File: src/rtl/ysyx_23060072_fetch_ctrl_pkg.sv
// Shared constants, state encoding and immediate decoders for the fetch controller.
package ysyx_23060072_fetch_ctrl_pkg;

  localparam logic [6:0]  OPC_JAL    = 7'b1101111;
  localparam logic [6:0]  OPC_BRANCH = 7'b1100011;
  localparam logic [31:0] INST_NOP   = 32'h0000_0013;
  localparam logic [31:0] RESET_PC   = 32'h8000_0000;

  typedef enum logic {
    FC_BOOT = 1'b0,
    FC_RUN  = 1'b1
  } fc_state_e;

  function automatic logic [31:0] imm_j(input logic [31:0] inst);
    return {{11{inst[31]}}, inst[31], inst[19:12], inst[20], inst[30:21], 1'b0};
  endfunction

  function automatic logic [31:0] imm_b(input logic [31:0] inst);
    return {{19{inst[31]}}, inst[31], inst[7], inst[30:25], inst[11:8], 1'b0};
  endfunction

endpackage

File: src/rtl/ysyx_23060072_fetch_ctrl_static_bp.sv
// Static next-PC predictor: JAL and backward branches taken, everything else falls through.
module ysyx_23060072_static_bp
  import ysyx_23060072_fetch_ctrl_pkg::*;
(
  input  logic [31:0] pc,
  input  logic [31:0] inst,
  output logic        pred_taken,
  output logic [31:0] pred_next
);

  logic [6:0]  opcode;
  logic [31:0] jal_target;
  logic [31:0] br_target;
  logic [31:0] seq_next;

  assign opcode     = inst[6:0];
  assign jal_target = pc + imm_j(inst);
  assign br_target  = pc + imm_b(inst);
  assign seq_next   = pc + 32'd4;

  always_comb begin
    pred_taken = 1'b0;
    pred_next  = seq_next;
    if (opcode == OPC_JAL) begin
      pred_taken = 1'b1;
      pred_next  = jal_target;
    end else if (opcode == OPC_BRANCH && inst[31]) begin
      // inst[31] is imm_b[12]: a negative offset means a loop back-edge
      pred_taken = 1'b1;
      pred_next  = br_target;
    end
  end

endmodule

File: src/rtl/ysyx_23060072_fetch_ctrl.sv
// PC register, boot FSM and IF/ID pipeline register feeding the decode stage.
//   state   | meaning
//   FC_BOOT | first edge after reset: hold pc, load a bubble
//   FC_RUN  | normal fetch: redirect > stall > advance
module ysyx_23060072_fetch_ctrl
  import ysyx_23060072_fetch_ctrl_pkg::*;
#(
  parameter logic [31:0] RESET_PC_P = RESET_PC,
  parameter int          XLEN       = 32
) (
  input  logic            clk,
  input  logic            rst_n,
  input  logic            stall_i,
  input  logic            redirect_valid_i,
  input  logic [XLEN-1:0] redirect_pc_i,
  input  logic [XLEN-1:0] inst_rdata_i,
  output logic [XLEN-1:0] instr_addr_o,
  output logic [XLEN-1:0] instr_bpu_o,
  output logic            if_id_valid_o,
  output logic [XLEN-1:0] if_id_pc_o,
  output logic [XLEN-1:0] if_id_inst_o,
  output logic            if_id_pred_taken_o,
  output logic [XLEN-1:0] if_id_pred_pc_o
);

  fc_state_e   state_q, state_d;
  logic [31:0] pc_q, pc_d;
  logic        valid_q, valid_d;
  logic [31:0] id_pc_q, id_pc_d;
  logic [31:0] id_inst_q, id_inst_d;
  logic        id_taken_q, id_taken_d;
  logic [31:0] id_pred_q, id_pred_d;

  logic        pred_taken;
  logic [31:0] pred_next;

  ysyx_23060072_static_bp u_static_bp (
    .pc         (pc_q),
    .inst       (inst_rdata_i),
    .pred_taken (pred_taken),
    .pred_next  (pred_next)
  );

  always_comb begin
    state_d    = state_q;
    pc_d       = pc_q;
    valid_d    = valid_q;
    id_pc_d    = id_pc_q;
    id_inst_d  = id_inst_q;
    id_taken_d = id_taken_q;
    id_pred_d  = id_pred_q;
    if (redirect_valid_i || state_q == FC_BOOT) begin
      // Bubble: the fetch in flight is either wrong-path or pre-boot
      state_d    = FC_RUN;
      if (redirect_valid_i) pc_d = {redirect_pc_i[31:2], 2'b00};
      valid_d    = 1'b0;
      id_pc_d    = 32'h0;
      id_inst_d  = INST_NOP;
      id_taken_d = 1'b0;
      id_pred_d  = 32'h0;
    end else if (!stall_i) begin
      pc_d       = pred_next;
      valid_d    = 1'b1;
      id_pc_d    = pc_q;
      id_inst_d  = inst_rdata_i;
      id_taken_d = pred_taken;
      id_pred_d  = pred_next;
    end
  end

  always_ff @(posedge clk or negedge rst_n) begin
    if (!rst_n) begin
      state_q    <= FC_BOOT;
      pc_q       <= RESET_PC_P;
      valid_q    <= 1'b0;
      id_pc_q    <= 32'h0;
      id_inst_q  <= INST_NOP;
      id_taken_q <= 1'b0;
      id_pred_q  <= 32'h0;
    end else begin
      state_q    <= state_d;
      pc_q       <= pc_d;
      valid_q    <= valid_d;
      id_pc_q    <= id_pc_d;
      id_inst_q  <= id_inst_d;
      id_taken_q <= id_taken_d;
      id_pred_q  <= id_pred_d;
    end
  end

  assign instr_addr_o       = pc_q;
  assign instr_bpu_o        = pred_next;
  assign if_id_valid_o      = valid_q;
  assign if_id_pc_o         = id_pc_q;
  assign if_id_inst_o       = id_inst_q;
  assign if_id_pred_taken_o = id_taken_q;
  assign if_id_pred_pc_o    = id_pred_q;

endmodule
File: config.mk
export PLATFORM = sky130hd
export DESIGN_NAME = ysyx_23060072_fetch_ctrl
export DESIGN_NICKNAME = d
export VERILOG_FILES = /design/src/rtl/ysyx_23060072_fetch_ctrl_pkg.sv /design/src/rtl/ysyx_23060072_fetch_ctrl_static_bp.sv /design/src/rtl/ysyx_23060072_fetch_ctrl.sv
export SDC_FILE = /design/constraint.sdc
export NUM_CORES = 1
export LEC_CHECK = 0
export BUFFER_PORTS_ARGS = -buffer_cell sky130_fd_sc_hd__buf_2
export CAP_MARGIN = 10
export CORE_MARGIN = 5
export CORE_UTILIZATION = 50
export DETAILED_ROUTE_END_ITERATION = 8
export PLACE_DENSITY = 0.83
export SLEW_MARGIN = 20
export SYNTH_ARGS = -nofsm -noshare
export SYNTH_HDL_FRONTEND = slang
export SYNTH_SLANG_ARGS = --single-unit
File: constraint.sdc
create_clock -name clk -period 3.2 [get_ports clk]
set_input_delay 0.16 -clock clk [delete_from_list [all_inputs] [get_ports clk]]
set_output_delay 0.16 -clock clk [all_outputs]
set_load 0.05 [all_outputs]
; After elaboration in Yosys (flattened, before gate mapping)
; Index checks and enable logic that the tools add are counted.
[word_totals]
reg_bits = 131
out_inout_bits = 162
elab_cells = 34
[op_classes]
n_addsub = 3
eq_ne = 4
muxes = 16
bitwise = 1
reduce_logical = 3
[ops]
columns = cell, n
row1 = 2-to-1 mux 32 bit, 10
row2 = adder 32 bit, 2
row3 = adder 32 x 3 -> 32 bit (second input constant), 1
row4 = equality test 7 bit (second input constant), 2
row5 = 2-to-1 mux 1 bit, 6
row6 = != test 2 x 1 -> 1 bit (second input constant), 1
row7 = != test 2 bit (second input constant), 1
row8 = AND reduction 2 bit, 1
row9 = logical AND 1 bit, 1
row10 = logical OR 1 bit, 1
row11 = inverter 1 bit, 1

; Depth between registers and ports, before layout
; Gate-level depths: netlist of the first run.
[depth]
word_depth = 6
ltp_mapped = 11
mapped_depth_nobuf = 11

; Cells and area by module
; A second synthesis of the first run with hierarchy kept.
[unflattened]
hier_cells = 1033
hier_area_um2 = 9346.5
[modules_own_cells]
columns = module, n_inst, cells_per_inst, area_per_inst_um2, seq_area_each_um2
row1 = ysyx_23060072_fetch_ctrl, 1, 457, 5505.3, 3283.1
row2 = ysyx_23060072_static_bp, 1, 576, 3841.2, 0.0

; Worst setup path before layout of the first run
; No wires, ideal clock.
[synth_path]
kind = reg-to-reg
from = reg pc_q[1] (netlist: instr_addr_o[1])
to = reg id_pred_q[21] (netlist: if_id_pred_pc_o[21])
setup_ns = 0.078
arrival_ns = 4.019
path_slack_ns = -0.897
path_stages_with_launch = 12
period_less_slack_ns = 4.097
path_cell_list = dfrtp_1 ha_1 inv_1 fa_1 and2b_1 o2111ai_1 a211o_1 a2111oi_2 nor2_1 a221o_1 a22oi_1 o2bb2ai_1
[synth_via]
elab_chain_cells = 5
word_cells_on_any_way = 7
[synth_lines]
columns = element, line_no
row1 = "start, declared", ysyx_23060072_fetch_ctrl.sv:27  ; logic [31:0] pc_q, pc_d;
row2 = "start signal, assigned", ysyx_23060072_fetch_ctrl.sv:82  ; pc_q <= pc_d;
row3 = adder 32 x 3 -> 32 bit / adder 32 bit (equally long branches), "ysyx_23060072_fetch_ctrl_static_bp.sv:19, ysyx_23060072_fetch_ctrl_static_bp.sv:18"
row4 = 2-to-1 mux 32 bit, ysyx_23060072_fetch_ctrl_static_bp.sv:27  ; end else if (opcode == OPC_BRANCH && inst[31]) begin
row5 = 2-to-1 mux 32 bit (*), ysyx_23060072_fetch_ctrl_static_bp.sv:24  ; if (opcode == OPC_JAL) begin
row6 = net instr_bpu_o[21], ysyx_23060072_fetch_ctrl.sv:18  ; output logic [XLEN-1:0] instr_bpu_o,
row7 = 2-to-1 mux 32 bit (*), ysyx_23060072_fetch_ctrl.sv:61  ; end else if (!stall_i) begin
row8 = 2-to-1 mux 32 bit (*), ysyx_23060072_fetch_ctrl.sv:52  ; if (redirect_valid_i || state_q == FC_BOOT) begin
row9 = "end signal, assigned", ysyx_23060072_fetch_ctrl.sv:87  ; id_pred_q <= id_pred_d;
row10 = "end, declared", ysyx_23060072_fetch_ctrl.sv:32  ; logic [31:0] id_pred_q, id_pred_d;
; The timed path passes the listed nets; every way through them passes the cells marked *. The select of a mux whose other input is x is not followed.
; A chain may end at the register's enable or synchronous reset.

; Final worst setup path of the first run
[layout_path]
from = reg pc_q[1] (netlist: instr_addr_o[1])
to = out instr_bpu_o[29]
[layout_via]
elab_chain_cells = 3
word_cells_on_any_way = 5
[layout_lines]
columns = element, line_no
row1 = adder 32 x 3 -> 32 bit / adder 32 bit (equally long branches), "ysyx_23060072_fetch_ctrl_static_bp.sv:19, ysyx_23060072_fetch_ctrl_static_bp.sv:18"
row2 = 2-to-1 mux 32 bit, ysyx_23060072_fetch_ctrl_static_bp.sv:27
row3 = 2-to-1 mux 32 bit (*), ysyx_23060072_fetch_ctrl_static_bp.sv:24
row4 = "end, declared", ysyx_23060072_fetch_ctrl.sv:18
; Mark *: on every way between the ends. The rest lies on a longest branch, timed or not.

==> results of run 1 <==
## report_power, final
group / leakage [nW] / switching, W / internal (W)
registers: 1.68 / 0.0000959 / 0.00171
clock network: 0.263 / 0.000827 / 0.00115
logic: 4.54 / 0.00187 / 0.00107
total: 6.49 / 0.00279 / 0.00393
## worst max-delay path, cell delays in order (launching register included)
cell       delay (ns)
dfrtp_2          0.39
ha_4             0.15
inv_2            0.04
fa_2             0.32
and2b_1          0.23
o2111ai_2        0.13
a211o_1          0.37
a2111oi_4        0.38
buf_4            0.18
o21ai_2          0.05
a221o_1          0.33
a21o_2           0.25
buf_12           0.16
## cell type report
cell class / instances / share of cell area
clock buffer: 20 / 0.03227
inverter: 31 / 0.008598
clock inverter: 12 / 0.009893
timing repair buffer: 403 / 0.2038
multi-input combinational: 868 / 0.4854
sequential: 128 / 0.2384
tap: 234 / 0.02163
## cells in the mapped netlist (all sizes together) (21+ instances only)
| cell | number | share of area |
|---|---|---|
| inv | 31 | 0.012 |
| ha | 44 | 0.059 |
| o21ai | 65 | 0.035 |
| a21o | 29 | 0.023 |
| clkbuf | 52 | 0.021 |
| buf | 21 | 0.012 |
| a21oi | 67 | 0.037 |
| nand2 | 102 | 0.041 |
| nor2 | 133 | 0.053 |
| nand3 | 27 | 0.014 |
| dfrtp | 124 | 0.33 |
| xnor2 | 29 | 0.027 |
| mux2i | 95 | 0.10 |
## worst max-delay path by stage
stage / start / end / slack, ns / depth (start not counted)
floorplan: instr_addr_o[1] / if_id_pred_pc_o[21] / -0.31 / 11
global placement: instr_addr_o[1] / instr_bpu_o[21] / -0.02 / 11
detailed placement: instr_addr_o[1] / instr_bpu_o[21] / -0.01 / 11
CTS: instr_addr_o[1] / instr_bpu_o[29] / -0.29 / 12
global route: instr_addr_o[1] / instr_bpu_o[31] / -0.41 / 13
finish: instr_addr_o[1] / instr_bpu_o[29] / -0.36 / 12
## flip-flops by register name, summed over array words and instances (netlist names)
| name | flops |
|---|---|
| if_id_inst_o | 32 |
| state_q | 1 |
| if_id_pc_o | 31 |
| if_id_valid_o | 1 |
| if_id_pred_taken_o | 1 |
| instr_addr_o | 31 |
| if_id_pred_pc_o | 31 |
## per-stage QoR
step           cell area [sq um]  worst slack (ns)  setup TNS [ns]
2_1_floorplan               9567           -0.3064         -0.8991
3_3_place_gp               11520          -0.02058        -0.02058
3_5_place_dp               11520          -0.01192        -0.01192
4_1_cts                    13050           -0.2919          -2.037
5_1_grt                    13530           -0.4149          -5.679
6_report                   13530           -0.3601          -3.357
## routing by layer
metal	routed length (um)	global-route usage
met1	15260	0.4601
met2	17490	0.5285
met3	5271	0.1015
met4	1968	0.1365
met5	13	0.009091
## cells by family (layout without fill, tap and decap cells)
family                   after synthesis  in the layout  share of synthesized area
AO/OA/AOI/OAI                        307            307                     0.2228
XOR/XNOR                              42             42                    0.03918
adder cells (fa/ha/maj)               46             46                    0.06291
buffers and inverters                104            466                    0.04478
flip-flops                           128            128                     0.3417
multiplexers                          99             99                     0.1061
other                                  2              5                  0.0008000
AND/OR/NAND/NOR                      369            369                     0.1817
## what timing repair did
action | in CTS | in global routing
buffers inserted | 26 | 25
hold buffers | 25 | 0
endpoints found under the setup margin | 20 | 32
pin swaps | 33 | 41
endpoints found under the hold margin | 124 | 0
resized for setup | 106 | 72
==> impl_metrics.py, run 1 <==
metrics = {
    "clock_network": {
        "clk_pin_slew_worst_paths_ns": 0.06,
        "cts.sinks": 128,
        "numCtsBuffers": 17,
        "root_buffer": "clkbuf_16",
        "cts_tree": "built",
        "clk_path_buf_depth": 2,
        "clkLatencyLatePin_ns": 0.44,
        "cts.htree.levels": 4,
    },
    "min_path": {
        "hp-class": "input pin to flip-flop",
        "min_to": "if_id_inst_o[15]",
        "min_from": "inst_rdata_i[15]",
        "hold_path_depth": 3,
    },
    "yosys": {
        "ys_warn_count": 0,
        "async_reset_ff_frac": 1.000,
        "ys_types": 76,
        "ys_ff_latch": 128,
        "ys_seq_area_frac": 0.3417,
        "yosys_most_used_dff": "dfrtp_1",
        "syn_inst": 1097,
        "avgSynthCellArea_sq_um": 8.558,
        "syn_area_sq_um": 9388,
        "synth_edf_count": 0,
    },
    "grt": {
        "grt.total_usage": 0.3448,
        "grt_max_degree": 107,
        "grt_pass1_wl_mm": 59.32,
        "grt_pass1_vias": 10770,
        "antenna_found_initial": 1,
        "overflow": 0,
    },
    "sta": {
        "rsz0062_at_grt": "true",
        "fin_crit_sh": 1.113,
        "timing.slew.headroom": 0.3068,
        "max_freq_ghz": 0.2809,
        "final_hold_viol_count": 0,
        "worst_pin_slew_ns": 1.038,
        "hold_ws_ns": 0.007933,
        "period_needed_ns": 3.560,
        "skew_ns": 0.01636,
        "setup_violations": 20,
        "drv_slew": 0,
        "layout_setup_ws_ns": -0.3601,
    },
    "worst_setup_path": {
        "end_kind": "output port",
        "r2r_slack_ns": -0.01,
        "worst_setup_path_start_kind": "flip-flop",
        "crit_required_ns": 3.04,
        "r2r_cells": 15,
        "cp.arrival_ns": 3.40,
        "crit_type": "flip-flop to output port",
        "r2r_start": "instr_addr_o[1]",
        "crit_path_max_fanout": 3,
        "timing.rr.end": "if_id_pred_pc_o[31]",
    },
    "routing": {
        "firstDrtPassIters": 6,
        "vias": 11090,
        "drt_iter0_markers": 1616,
        "routedWlPerCell_um": 23.58,
        "drc_errors": 0,
        "drt-total-wl_mm": 40.00,
        "ant_nets": 0,
        "vias_per_cell": 6.537,
    },
    "floorplan": {
        "core_sq_um": 18580,
        "die_h_um": 147.0,
        "pin_count": 230,
        "die_w_um": 147.0,
        "start_util": 0.5053,
        "die_area_sq_um": 21620,
        "std_cell_rows": 50,
    },
    "job": {
        "max_cap_viol_count": 0,
    },
    "cells_and_area": {
        "drive_above_1_share": 0.3735,
        "final_util": 0.7284,
        "regArea_sq_um": 3227,
        "insertedDiodeCount": 0,
        "area_growth_syn_to_layout_pct": 44.16,
        "nets": 1563,
        "n_fill_cell": 1199,
        "multi_input_area_sq_um": 6569,
        "final_common_cell": "buf_2",
        "final_cell_mix": "buf_2 (196), buf_4 (142), nor2_1 (129), dfrtp_1 (109), nand2_1 (101)",
        "stdcell_count": 1696,
    },
    "power_and_ir_drop": {
        "power_density_nw_per_um2": 496.8,
        "p_leak_nw": 6.486,
        "p_total_w": 0.006723,
        "peakVddDrop_mv": 0.4158,
    },
    "outcome": {
        "violations": "setup timing",
        "run_status": "complete, but fails checks",
    },
    "placement": {
        "portBuffers": 223,
        "post-dp-hpwl_mm": 26.75,
        "gp_congestion": 0.9558,
        "place_inst": 1591,
    },
}
No activity file was read; power rests on OpenSTA's default activity.
==> inputs of run 2 (changes only) <==
- CORE_ASPECT_RATIO: not set -> 1.4
==> impl_metrics.py, run 2 (same netlist as run 1, synthesis figures left out) <==
metrics = {
    "cells_and_area": {
        "nets": 1553,
        "regArea_sq_um": 3229,
        "area_growth_syn_to_layout_pct": 41.74,
        "multi_input_area_sq_um": 6361,
        "largest_reg_flops": 32,
        "design_area_sq_um": 13310,
        "insertedDiodeCount": 0,
        "final_common_cell": "buf_2",
        "final_cell_mix": "buf_2 (196), buf_4 (141), nor2_1 (130), dfrtp_1 (107), nand2_1 (101)",
        "n_fill_cell": 1299,
        "drive_above_1_share": 0.3609,
    },
    "power_and_ir_drop": {
        "p_total_w": 0.006779,
        "p_leak_nw": 6.429,
        "peakVddDrop_mv": 0.3480,
        "power_density_nw_per_um2": 509.4,
    },
    "floorplan": {
        "core_sq_um": 18530,
        "start_util": 0.5067,
        "std_cell_rows": 59,
        "die_w_um": 125.8,
        "pin_count": 230,
        "die_h_um": 172.1,
        "die_area_sq_um": 21650,
    },
    "worst_setup_path": {
        "cp.arrival_ns": 3.46,
        "critPathTopFamily": "compound AO/OA/AOI/OAI gates",
        "r2r_cells": 16,
        "worst_setup_path_start_kind": "flip-flop",
        "cp_slowest_cell": "dfrtp_2",
        "crit_required_ns": 3.04,
        "crit_buf_inv": 2,
        "r2r_slack_ns": -0.10,
        "end_kind": "output port",
        "cp.depth": 11,
        "crit_type": "flip-flop to output port",
        "crit_chain": "ha_4, inv_2, fa_2, and2b_2, o2111ai_4, a211o_1, a2111oi_4, nor2_2, a221o_1, a22oi_2, buf_6",
        "critPathMaxStageDelay_ns": 0.42,
        "crit_path_max_fanout": 3,
    },
    "grt": {
        "overflow": 0,
        "grt_max_degree": 99,
        "grt_pass1_vias": 10840,
        "antenna_found_initial": 0,
        "grt_pass1_wl_mm": 59.31,
        "grt.total_usage": 0.3528,
    },
    "placement": {
        "gp_congestion": 0.9977,
        "portBuffers": 223,
        "dpl-instance-area_sq_um": 11540,
        "post-dp-hpwl_mm": 28.29,
    },
    "clock_network": {
        "numCtsBuffers": 17,
        "clkLatencyLatePin_ns": 0.44,
        "clk_path_buf_depth": 2,
        "clk_pin_slew_worst_paths_ns": 0.06,
        "cts.sinks": 128,
        "cts.htree.levels": 4,
        "cts_tree": "built",
        "root_buffer": "clkbuf_16",
    },
    "routing": {
        "drc_errors": 0,
        "firstDrtPassIters": 6,
        "vias": 10820,
        "drt-total-wl_mm": 40.17,
        "vias_per_cell": 6.378,
        "drt_iter0_markers": 1299,
        "routedWlPerCell_um": 23.68,
        "ant_nets": 0,
    },
    "sta": {
        "skew_ns": 0.02119,
        "fin_crit_sh": 1.131,
        "worst_pin_slew_ns": 0.9773,
        "timing.slew.headroom": 0.3485,
        "max_freq_ghz": 0.2763,
        "final_hold_viol_count": 0,
        "drv_slew": 0,
        "layout_setup_ws_ns": -0.4186,
        "setup_violations": 21,
        "period_needed_ns": 3.619,
        "hold_ws_ns": 0.003970,
        "rsz0062_at_grt": "true",
    },
    "outcome": {
        "violations": "setup timing",
        "run_status": "complete, but fails checks",
    },
    "job": {
        "max_cap_viol_count": 0,
    },
    "min_path": {
        "hp-class": "input pin to flip-flop",
        "hold_path_depth": 3,
    },
}
-- run 2: cell count changes in the layout (fill, tap and decap cells not counted), sizes merged --
cell         before  now
buf             374  366
clkbuf           24   19
clkinv            2    6
dlygate4sd3      25   26
clkinvlp          5    2
bufinv            2    3
-- run 2: power breakdown --
group / internal, W / total, W / switching (W)
sequential: 0.00171 / 0.00181 / 0.0000990
clock: 0.00126 / 0.00213 / 0.000864
combinational: 0.00103 / 0.00285 / 0.00181
total: 0.00400 / 0.00678 / 0.00277
-- run 2: worst min-delay path, delay by kind of cell --
family	cells	cell delay (ns)
buffers and inverters	1	0.10
muxes	1	0.06
and+or+nand+nor	1	0.08
-- run 2: what timing repair did --
item | 4_1_cts | 5_1_grt
endpoints found under the hold margin | 119 | 0
gates resized for setup | 91 | 56
setup endpoints to repair | 23 | 29
cloned | 0 | 0
pin swaps | 25 | 28
setup buffers | 20 | 18
hold buffers | 26 | 0
-- run 2: worst paths after layout --
check | start | endpoint
max in group asynchronous | rst_n | if_id_inst_o[0]
min | inst_rdata_i[24] | if_id_inst_o[24]
max | instr_addr_o[1] | instr_bpu_o[21]
min reg2reg | if_id_pred_pc_o[5] | if_id_pred_pc_o[5]
min in group asynchronous | rst_n | if_id_inst_o[10]
max reg2reg | instr_addr_o[1] | if_id_pred_pc_o[23]
-- run 2: layer usage --
metal | part of all wire | global-route usage | vias up
met1 | 0.32 | 0.3500 | 5082
met4 | 0.12 | 0.3360 | 0
li1 | - | - | 4689
met2 | 0.48 | 0.6095 | 732
met3 | 0.078 | 0.07602 | 314
met5 | 0 | 0 | -
-- run 2: cell type report --
class	count	share of cell area
timing repair buffer	393	0.2008
clock buffer	18	0.03300
multi-input combinational	868	0.4780
sequential	128	0.2427
inverter	31	0.008933
clock inverter	14	0.01363
tap	244	0.02294
-- run 2: per-stage QoR --
stage                     worst slack [ns]  std cells  TNS [ns]  utilization
after detailed placement           0.01043       1600         0       0.6227
after CTS                          -0.2720       1678    -1.453       0.6990
after global placement             0.03918       1600         0       0.6227
after global routing               -0.4592       1696    -5.886       0.7181
final                              -0.4186       1696    -3.885       0.7181
after floorplan                    -0.3064       1100   -0.8991            -
